<file path="src/rtl/mips_pkg.sv">
// Shared MIPS pipeline types: memory-port FSM encoding,
// ME-stage register bundle and data-memory address width.
package mips_pkg;

  localparam int ADDR_W_DEF = 14;

  typedef enum logic [1:0] {
    IDLE = 2'd0,
    WAIT = 2'd1,
    HOLD = 2'd2
  } dm_state_e;

  typedef struct packed {
    logic [31:0] res;
    logic [4:0]  wreg;
    logic        rwr;
    logic        mis;
  } me_t;

endpackage

</file>
<file path="src/rtl/memory_stage_if.sv">
// Data-memory req/ack bus between the memory stage
// and the data memory.
interface memory_stage_if #(
  parameter int ADDR_W = 14
);

  logic              DmReq;
  logic              DmWrEn;
  logic [ADDR_W-1:0] DmAddr;
  logic [31:0]       DmWrDat;
  logic              DmAck;
  logic [31:0]       DmRdDat;

  modport master (
    output DmReq,
    output DmWrEn,
    output DmAddr,
    output DmWrDat,
    input  DmAck,
    input  DmRdDat
  );

  modport slave (
    input  DmReq,
    input  DmWrEn,
    input  DmAddr,
    input  DmWrDat,
    output DmAck,
    output DmRdDat
  );

endinterface

</file>
<file path="src/rtl/dff.sv">
// Enabled register with synchronous clear, used for
// pipeline registers.
module dff #(
  parameter int W = 1
) (
  input  logic         clk,
  input  logic         clr,
  input  logic         en,
  input  logic [W-1:0] d,
  output logic [W-1:0] q
);

  always_ff @(posedge clk) begin
    if (clr) begin
      q <= '0;
    end else if (en) begin
      q <= d;
    end
  end

endmodule

</file>
<file path="src/rtl/memory_stage_dm_port_fsm.sv">
// Data-memory port sequencer: request/stall generation
// and a one-entry buffer for data completed under stall.
module dm_port_fsm
  import mips_pkg::*;
(
  input  logic        clk,
  input  logic        reset,
  input  logic        mem_op_i,
  input  logic        stall_ext_i,
  input  logic        ack_i,
  input  logic [31:0] rd_dat_i,
  output logic        req_o,
  output logic        stall_o,
  output logic        advance_o,
  output logic [31:0] ld_dat_o
);

  dm_state_e   state_q, state_d;
  logic [31:0] hold_q, hold_d;
  logic        done;
  logic        req;
  logic        stall;

  always_ff @(posedge clk) begin
    if (reset) begin
      state_q <= IDLE;
      hold_q  <= '0;
    end else begin
      state_q <= state_d;
      hold_q  <= hold_d;
    end
  end

  always_comb begin
    state_d = state_q;
    hold_d  = hold_q;
    done    = 1'b0;
    req     = 1'b0;
    stall   = 1'b0;
    unique case (state_q)
      IDLE: begin
        if (mem_op_i) begin
          req = 1'b1;
          if (ack_i) begin
            done = 1'b1;
          end else begin
            stall   = 1'b1;
            state_d = WAIT;
          end
        end
      end
      WAIT: begin
        req = 1'b1;
        if (ack_i) done = 1'b1;
        else       stall = 1'b1;
      end
      HOLD: begin
        if (!stall_ext_i) state_d = IDLE;
      end
      default: state_d = IDLE;
    endcase
    // data completed under an external stall is parked so
    // the access is never reissued
    if (done) begin
      if (stall_ext_i) begin
        state_d = HOLD;
        hold_d  = rd_dat_i;
      end else begin
        state_d = IDLE;
      end
    end
  end

  assign req_o     = req & ~reset;
  assign stall_o   = stall;
  assign advance_o = (~stall_ext_i & ~stall & (state_q != HOLD))
                   | ((state_q == HOLD) & ~stall_ext_i);
  assign ld_dat_o  = (state_q == HOLD) ? hold_q : rd_dat_i;

endmodule

</file>
<file path="src/rtl/memory_stage.sv">
// MIPS memory stage: issues loads/stores on the data bus
// and registers the ME-stage bypass/writeback bundle.
module memory_stage
  import mips_pkg::*;
#(
  parameter int ADDR_W = ADDR_W_DEF
) (
  input  logic           clk,
  input  logic           reset,
  input  logic [31:0]    Result_EX,
  input  logic [31:0]    WrDat_EX,
  input  logic [4:0]     WriteReg_EX,
  input  logic           RegWrite_EX,
  input  logic           MemToReg_EX,
  input  logic           MemWrite_EX,
  input  logic           StallExt,
  memory_stage_if.master dm,
  output logic [31:0]    ResultRdDat_ME,
  output logic [4:0]     WriteReg_ME,
  output logic           RegWrite_ME,
  output logic           Stall_ME,
  output logic           MisAlign_ME
);

  logic        mem_op;
  logic        req;
  logic        advance;
  logic [31:0] ld_dat;
  me_t         me_d, me_q;
  logic        unused_hi;

  assign mem_op = MemToReg_EX | MemWrite_EX;

  dm_port_fsm u_fsm (
    .clk        (clk),
    .reset      (reset),
    .mem_op_i   (mem_op),
    .stall_ext_i(StallExt),
    .ack_i      (dm.DmAck),
    .rd_dat_i   (dm.DmRdDat),
    .req_o      (req),
    .stall_o    (Stall_ME),
    .advance_o  (advance),
    .ld_dat_o   (ld_dat)
  );

  assign dm.DmReq   = req;
  assign dm.DmWrEn  = MemWrite_EX;
  assign dm.DmAddr  = Result_EX[ADDR_W+1:2];
  assign dm.DmWrDat = WrDat_EX;

  assign unused_hi = ^Result_EX[31:ADDR_W+2];

  always_comb begin
    me_d      = '0;
    me_d.res  = MemToReg_EX ? ld_dat : Result_EX;
    me_d.wreg = WriteReg_EX;
    me_d.rwr  = RegWrite_EX;
    me_d.mis  = mem_op & (|Result_EX[1:0]);
  end

  dff #(.W($bits(me_t))) u_me (
    .clk(clk),
    .clr(reset),
    .en (advance),
    .d  (me_d),
    .q  (me_q)
  );

  assign ResultRdDat_ME = me_q.res;
  assign WriteReg_ME    = me_q.wreg;
  assign RegWrite_ME    = me_q.rwr;
  assign MisAlign_ME    = me_q.mis;

endmodule

</file>
<file path="src/flat_wrapper.sv">
// flat-port wrapper written by rule: the top's interface ports become plain ports
module memory_stage_flat import mips_pkg::*;
#(
  parameter int ADDR_W = ADDR_W_DEF
)
  (clk, reset, Result_EX, WrDat_EX, WriteReg_EX, RegWrite_EX, MemToReg_EX, MemWrite_EX, StallExt, ResultRdDat_ME, WriteReg_ME, RegWrite_ME, Stall_ME, MisAlign_ME, dm_DmReq, dm_DmWrEn, dm_DmAddr, dm_DmWrDat, dm_DmAck, dm_DmRdDat);
  memory_stage_if #(.ADDR_W(ADDR_W)) dm_i ();
  input  logic clk;
  input  logic reset;
  input  logic [31:0] Result_EX;
  input  logic [31:0] WrDat_EX;
  input  logic [4:0] WriteReg_EX;
  input  logic RegWrite_EX;
  input  logic MemToReg_EX;
  input  logic MemWrite_EX;
  input  logic StallExt;
  output logic [31:0] ResultRdDat_ME;
  output logic [4:0] WriteReg_ME;
  output logic RegWrite_ME;
  output logic Stall_ME;
  output logic MisAlign_ME;
  output wire logic [$bits(dm_i.DmReq)-1:0] dm_DmReq;
  output wire logic [$bits(dm_i.DmWrEn)-1:0] dm_DmWrEn;
  output wire logic [$bits(dm_i.DmAddr)-1:0] dm_DmAddr;
  output wire logic [$bits(dm_i.DmWrDat)-1:0] dm_DmWrDat;
  input wire logic [$bits(dm_i.DmAck)-1:0] dm_DmAck;
  input wire logic [$bits(dm_i.DmRdDat)-1:0] dm_DmRdDat;
  assign dm_DmReq = dm_i.DmReq;
  assign dm_DmWrEn = dm_i.DmWrEn;
  assign dm_DmAddr = dm_i.DmAddr;
  assign dm_DmWrDat = dm_i.DmWrDat;
  assign dm_i.DmAck = dm_DmAck;
  assign dm_i.DmRdDat = dm_DmRdDat;
  memory_stage #(.ADDR_W(ADDR_W)) u_core (.clk(clk), .reset(reset), .Result_EX(Result_EX), .WrDat_EX(WrDat_EX), .WriteReg_EX(WriteReg_EX), .RegWrite_EX(RegWrite_EX), .MemToReg_EX(MemToReg_EX), .MemWrite_EX(MemWrite_EX), .StallExt(StallExt), .dm(dm_i), .ResultRdDat_ME(ResultRdDat_ME), .WriteReg_ME(WriteReg_ME), .RegWrite_ME(RegWrite_ME), .Stall_ME(Stall_ME), .MisAlign_ME(MisAlign_ME));
endmodule
</file>
<file path="config.mk">
export PLATFORM = sky130hd
export DESIGN_NAME = memory_stage_flat
export DESIGN_NICKNAME = d
export VERILOG_FILES = /design/src/rtl/mips_pkg.sv /design/src/rtl/memory_stage_if.sv /design/src/rtl/dff.sv /design/src/rtl/memory_stage_dm_port_fsm.sv /design/src/rtl/memory_stage.sv /design/src/flat_wrapper.sv
export SDC_FILE = /design/constraint.sdc
export NUM_CORES = 1
export LEC_CHECK = 0
export CAP_MARGIN = 20
export CORE_UTILIZATION = 39
export CTS_BUF_LIST = sky130_fd_sc_hd__clkbuf_4 sky130_fd_sc_hd__clkbuf_8
export DETAILED_ROUTE_END_ITERATION = 7
export PLACE_DENSITY = 0.8
export SKIP_LAST_GASP = 1
export SLEW_MARGIN = 15
export SYNTH_ARGS = -nofsm -noshare
export SYNTH_HDL_FRONTEND = slang
export SYNTH_SLANG_ARGS = --single-unit
</file>
<file path="constraint.sdc">
create_clock -name clk -period 1.4 [get_ports clk]
set_input_delay 0.21 -clock clk [delete_from_list [all_inputs] [get_ports clk]]
set_output_delay 0.21 -clock clk [all_outputs]
set_load 0.03 [all_outputs]
</file>
Yosys cells after proc, flatten, opt, wreduce, memory -nomap -nowiden
Cells that the tools add are included.
Widths: inputs -> output; s select.
{ "word_totals": {"reg_bits": 73, "latchBits": 0, "ramBits": 0, "mem_bits_ro": 0, "input_bits": 108, "output_inout_bits": 88, "word_cells": 40, "memories": 0} }
{ "classes": {"addsub": 0, "n_mul": 0, "div": 0, "magnitude_cmp": 0, "eq_ne": 7, "shift": 0, "muxes": 16, "bitwise_logic": 10, "n_reduce_logical": 4} }
{ "op_table": {"columns": ["op", "count"], "rows": [
  ["$mux 32", 2],
  ["$mux 2", 5],
  ["$ne 3x3->1 const B", 2],
  ["$pmux 1 s2", 3],
  ["$pmux 2 s3", 1],
  ["$and 1x1->1", 5],
  ["$mux 1", 5],
  ["$ne 2x2->1 const B", 2],
  ["$reduce_and 4->1", 1],
  ["$ne 3x2->1 const B", 1],
  ["$not 1->1", 3],
  ["$eq 2x1->1 const B", 1],
  ["$eq 2x2->1 const B", 1],
  ["$logic_not 2->1", 1],
  ["$or 1x1->1", 2],
  ["$reduce_and 2->1", 1],
  ["$reduce_or 2->1", 1]
]} }

Depth between registers and ports, before layout
{ "depth": {"depth_word": 7, "depth_mapped": 6, "mapped_depth_nobuf": 3} }

Hierarchy
Synthesis repeated with hierarchy kept, for this count alone.
{ "unflattened": {"hier_cells": 398, "area_unflattened_um2": 4377.9} }
{ "by_module_without_submodules": {"columns": ["module", "n_inst", "cells_per_inst", "area_per_inst_um2", "seq_area_each_um2"], "rows": [
  ["dm_port_fsm", 1, 187, 2073.2, 680.7],
  ["dff", 1, 126, 1400.1, 780.7],
  ["memory_stage", 1, 85, 904.6, 0.0]
]} }

Worst setup path after synthesis
No wires, ideal clock.
{ "synth_timing": {"path_type": "input-to-output", "start": "input reset", "end": "output dm_DmReq", "arrival_time_ns": 1.473, "required_time_ns": 1.190, "setup_slack_ns": -0.283, "stages": 4, "path_buffers": 3, "path_cell_list": "clkbuf_1 clkbuf_1 clkbuf_1 nor3_1"} }
{ "synth_via": {"elab_chain_len": 2} }
{ "synth_lines": {"columns": ["item", "line", "source"], "rows": [
  ["start, declared", "flat_wrapper.sv:9", "input logic reset;"],
  ["$not 1->1", "memory_stage_dm_port_fsm.sv:74", "assign req_o = req & ~reset;"],
  ["$and 1x1->1", "memory_stage_dm_port_fsm.sv:74", null],
  ["end, declared", "flat_wrapper.sv:22", "output wire logic [$bits(dm_i.DmReq)-1:0] dm_DmReq;"]
]} }
Every way passes these cells.

Worst setup path in the final report
{ "layout_timing": {"start": "register u_core.u_fsm.state_q[0]", "end": "register u_core.u_me.q[35]"} }
{ "layout_via": {"elab_chain_len": 6, "elab_cells_between_ends": 12, "cone_classes": "eq/ne: 3; mux: 3; bitwise: 5; reduce/logical: 1"} }
{ "layout_lines": {"columns": ["item", "line", "source"], "rows": [
  ["start, declared", "memory_stage_dm_port_fsm.sv:18", "dm_state_e state_q, state_d;"],
  ["start signal, assigned", "memory_stage_dm_port_fsm.sv:29", "state_q <= state_d;"],
  ["$eq 2x1->1 or $logic_not 2->1 (tied branches)", "memory_stage_dm_port_fsm.sv:40", "unique case (state_q)"],
  ["$pmux 1 s2", "memory_stage_dm_port_fsm.sv:40", null],
  ["$not 1->1", "memory_stage_dm_port_fsm.sv:76", "assign advance_o = (~stall_ext_i & ~stall & (state_q != HOLD))"],
  ["$and 1x1->1 (2 in a row)", "memory_stage_dm_port_fsm.sv:76", null],
  ["$or 1x1->1", "memory_stage_dm_port_fsm.sv:77", "| ((state_q == HOLD) & ~stall_ext_i);"],
  ["end signal, assigned", "dff.sv:15", "q <= '0;"],
  ["end signal, assigned", "dff.sv:17", "q <= d;"],
  ["end, declared", "dff.sv:10", "output logic [W-1:0] q"]
]} }
Several ways; a longest one is shown, not always the timed one.
A chain may end at the register's enable or synchronous reset.

==> out/qor.yml <==
floorplan:
  die_w_um: 106
  ioPinCount: 196
  die_h_um: 106
  dieArea_um2: 11200
  coreArea_um2: 10400
  rows: 37
  start_util_pct: 40.5
clocking:
  cts_tree: "built"
  cts.hold.buffers_added: 0
  h-tree-depth: 3
  path_clk_slew_ps: 90
  clk_path_buf_depth: 2
  clk_latency_ps: 350
  cts_buffers: 9
  cts_sinks: 73
  ctsRootBufferMaster: "clkbuf_8"
finish:
  antennaDiodeCount: 0
  utilization_pct: 57.5
  area_growth_pct: 41.7
  final_area_um2: 5990
  drive_gt1_share_pct: 20.7
  finalNonFillerCells: 696
  final_nets: 663
place:
  place_congestion: 0.852
  pre_cts_ws_ps: -518
  placedCellCount: 669
  port_buffers: 131
  post-dp-hpwl_mm: 8.72
  place_area_um2: 5440
logic_synthesis:
  synth_top_area_share_pct: 34.6
  yosysTopAreaCell: "dfxtp_1"
  yosysWarnings: 0
  synthCells: 463
  synth.cell_area_um2: 4220
  synth_ff_type: "dfxtp_1"
  synth_seq_cells: 73
  syn_area_per_cell_um2: 9.12
  synth_common_cells: "dfxtp_1 (73), nand2b_1 (65), buf_4 (52)"
  ys_top_cells_by_area: "dfxtp_1 (35%), nand2b_1 (9.6%), buf_4 (9.2%), mux2i_1 (7.6%), and3b_1 (6.6%)"
  synth_cell_types: 25
  synthMostInstantiatedCell: "dfxtp_1"
  synth_seq_area_share_pct: 34.6
  synthArstFlopShare_pct: 0
  syn-num-nets: 571
  synth_edf_count: 0
timing:
  report.final.slew_viol_count: 0
  setup_violations: 65
  fin_ws_ps: -87.9
  final.setup_skew_ps: 8.09
  timing.final.hold_violations: 0
  fmax_mhz: 672
  tightest_slew_ps: 339
  slew_headroom_pct: 77.5
  rsz0062_at_grt: "yes"
  holdWs_ps: 255
  fin_crit_ps: 1490
  period_share_pct: 106
drt:
  dr.pass1.iters: 4
  drc: 0
  first_iter_violations: 161
  post_drt_wl_per_cell_um: 18.6
  final_antenna_net_count: 0
  via_count: 3955
  avgViaCountPerCell: 5.68
  wl_mm: 12.9
worst_setup_path:
  max_stage_delay_ps: 500
  reg2reg_depth: 5
  critPathBufInv: 2
  rrSetupSlack_ps: -90
  timing.rr.start: "u_core.u_fsm.state_q[0]"
  worstSetupPathType: "flop to flop"
  cp_data_arrival_time_ps: 1730
  cp_max_fo: 18
  crit_slowest_cell: "or4_4"
  rr_endpoint: "u_core.u_me.q[35]"
  cp-start-kind: "flop"
  end_kind: "flop"
  crit_chain: "buf_6 -> or4_4 -> buf_12 -> nand4b_1 -> o41ai_2"
  required_ps: 1640
  cp_top_family: "simple AND/OR/NAND/NOR gates"
status:
  violations: "negative setup slack"
  status: "complete, but fails checks"
global_route:
  grt_pass1_wl_mm: 19.9
  grt_use_total_pct: 22.4
  grt_pass1_vias: 3868
  overflow: 0
  antenna_found_initial: 0
  grt_max_degree: 48
min_path:
  min_path_cells: 2
  min_to: "u_core.u_me.q[19]"
  hold_path_class: "input pin to flop"
  min-delay-start: "reset"
power_and_ir_drop:
  ir_worst_vdd_mv: 0.562
  powerDensity_nw_per_um2: 926
  leakage_nw: 2.50
job:
  max_cap_viol_count: 0
-- metrics by stage --
stage	setup TNS (ps)	total power, mW
6_report	-2440	5.54
3_5_place_dp	-32730	3.63
2_1_floorplan	0	3.19
5_1_grt	-6110	5.76
4_1_cts	-2440	5.53
3_3_place_gp	-30150	3.60
-- worst reg2reg max path, stage by stage (launching register included) --
cell,delay (ps)
dfxtp_2,340
buf_6,130
or4_4,500
buf_12,190
nand4b_1,120
o41ai_2,80
-- logic make-up after synthesis --
| group | count (synthesis) | share of synthesized area (%) |
|---|---|---|
| mux | 32 | 7.59 |
| flops | 73 | 34.6 |
| compound gates | 80 | 14.8 |
| buf+inv | 98 | 14.6 |
| simple gates | 180 | 28.4 |
-- placed cells by master, fill, tap and decap left out, types with 7 or more instances in the layout --
| master | instances |
|---|---|
| mux2i_1 | 32 |
| o41ai_1 | 19 |
| buf_12 | 8 |
| dfxtp_1 | 71 |
| buf_6 | 14 |
| clkdlybuf4s50_1 | 71 |
| and3b_1 | 32 |
| a211oi_1 | 20 |
| clkbuf_8 | 9 |
| nand3_1 | 7 |
| nor2_1 | 34 |
| buf_4 | 39 |
| a211oi_2 | 13 |
| nand4b_1 | 32 |
| nand2b_1 | 65 |
| a21oi_1 | 7 |
| o41ai_2 | 13 |
| dlygate4sd2_1 | 42 |
-- layer usage --
| metal | vias to the layer above | GRT usage, % | share of wire, % |
|---|---|---|---|
| met3 | 32 | 3.62 | 5.7 |
| met5 | - | 0 | 0 |
| li1 | 1825 | - | - |
| met4 | 0 | 9.92 | 2.9 |
| met2 | 166 | 38.5 | 49 |
| met1 | 1932 | 27.6 | 43 |
-- worst max-delay path by stage --
stage                         to               startpoint  cells after the start  slack, ps
2_1_floorplan  u_core.u_me.q[10]  u_core.u_fsm.state_q[1]                      6        0.5
3_3_place_gp   u_core.u_me.q[16]              MemToReg_EX                      6       -450
6_report       u_core.u_me.q[35]  u_core.u_fsm.state_q[0]                      5        -90
4_1_cts                 Stall_ME  u_core.u_fsm.state_q[1]                      4        -90
3_5_place_dp   u_core.u_me.q[27]              MemToReg_EX                      6       -520
5_1_grt        u_core.u_me.q[12]  u_core.u_fsm.state_q[0]                      5       -130
-- report_power, final --
group	internal [mW]	switching, mW	total (mW)
Combinational	0.662	0.726	1.39
Clock	1.03	0.851	1.88
Sequential	2.20	0.0727	2.28
Total	3.89	1.65	5.54
-- state kept, by name (all words and copies together), names as in the netlist --
register and cells:
u_core.u_fsm.hold_q 32, u_core.u_me.q 39, u_core.u_fsm.state_q 2
-- final cells by class --
cell class                 instances  area, um^2
clock buffer                      10         131
clock inverter                     6        91.3
fill                             915        4430
inverter                           2        7.51
multi-input combinational        292        2350
sequential                        73        1470
tap                              136         170
timing repair buffer             177        1770
-- repair_timing --
action / CTS / global route
buffers inserted: 7 / 0
gates cloned: 2 / 3
gates resized for setup: 73 / 16
setup endpoints to repair: 110 / 74
pin swaps: 10 / 4
(Power assumes the default switching activity.)
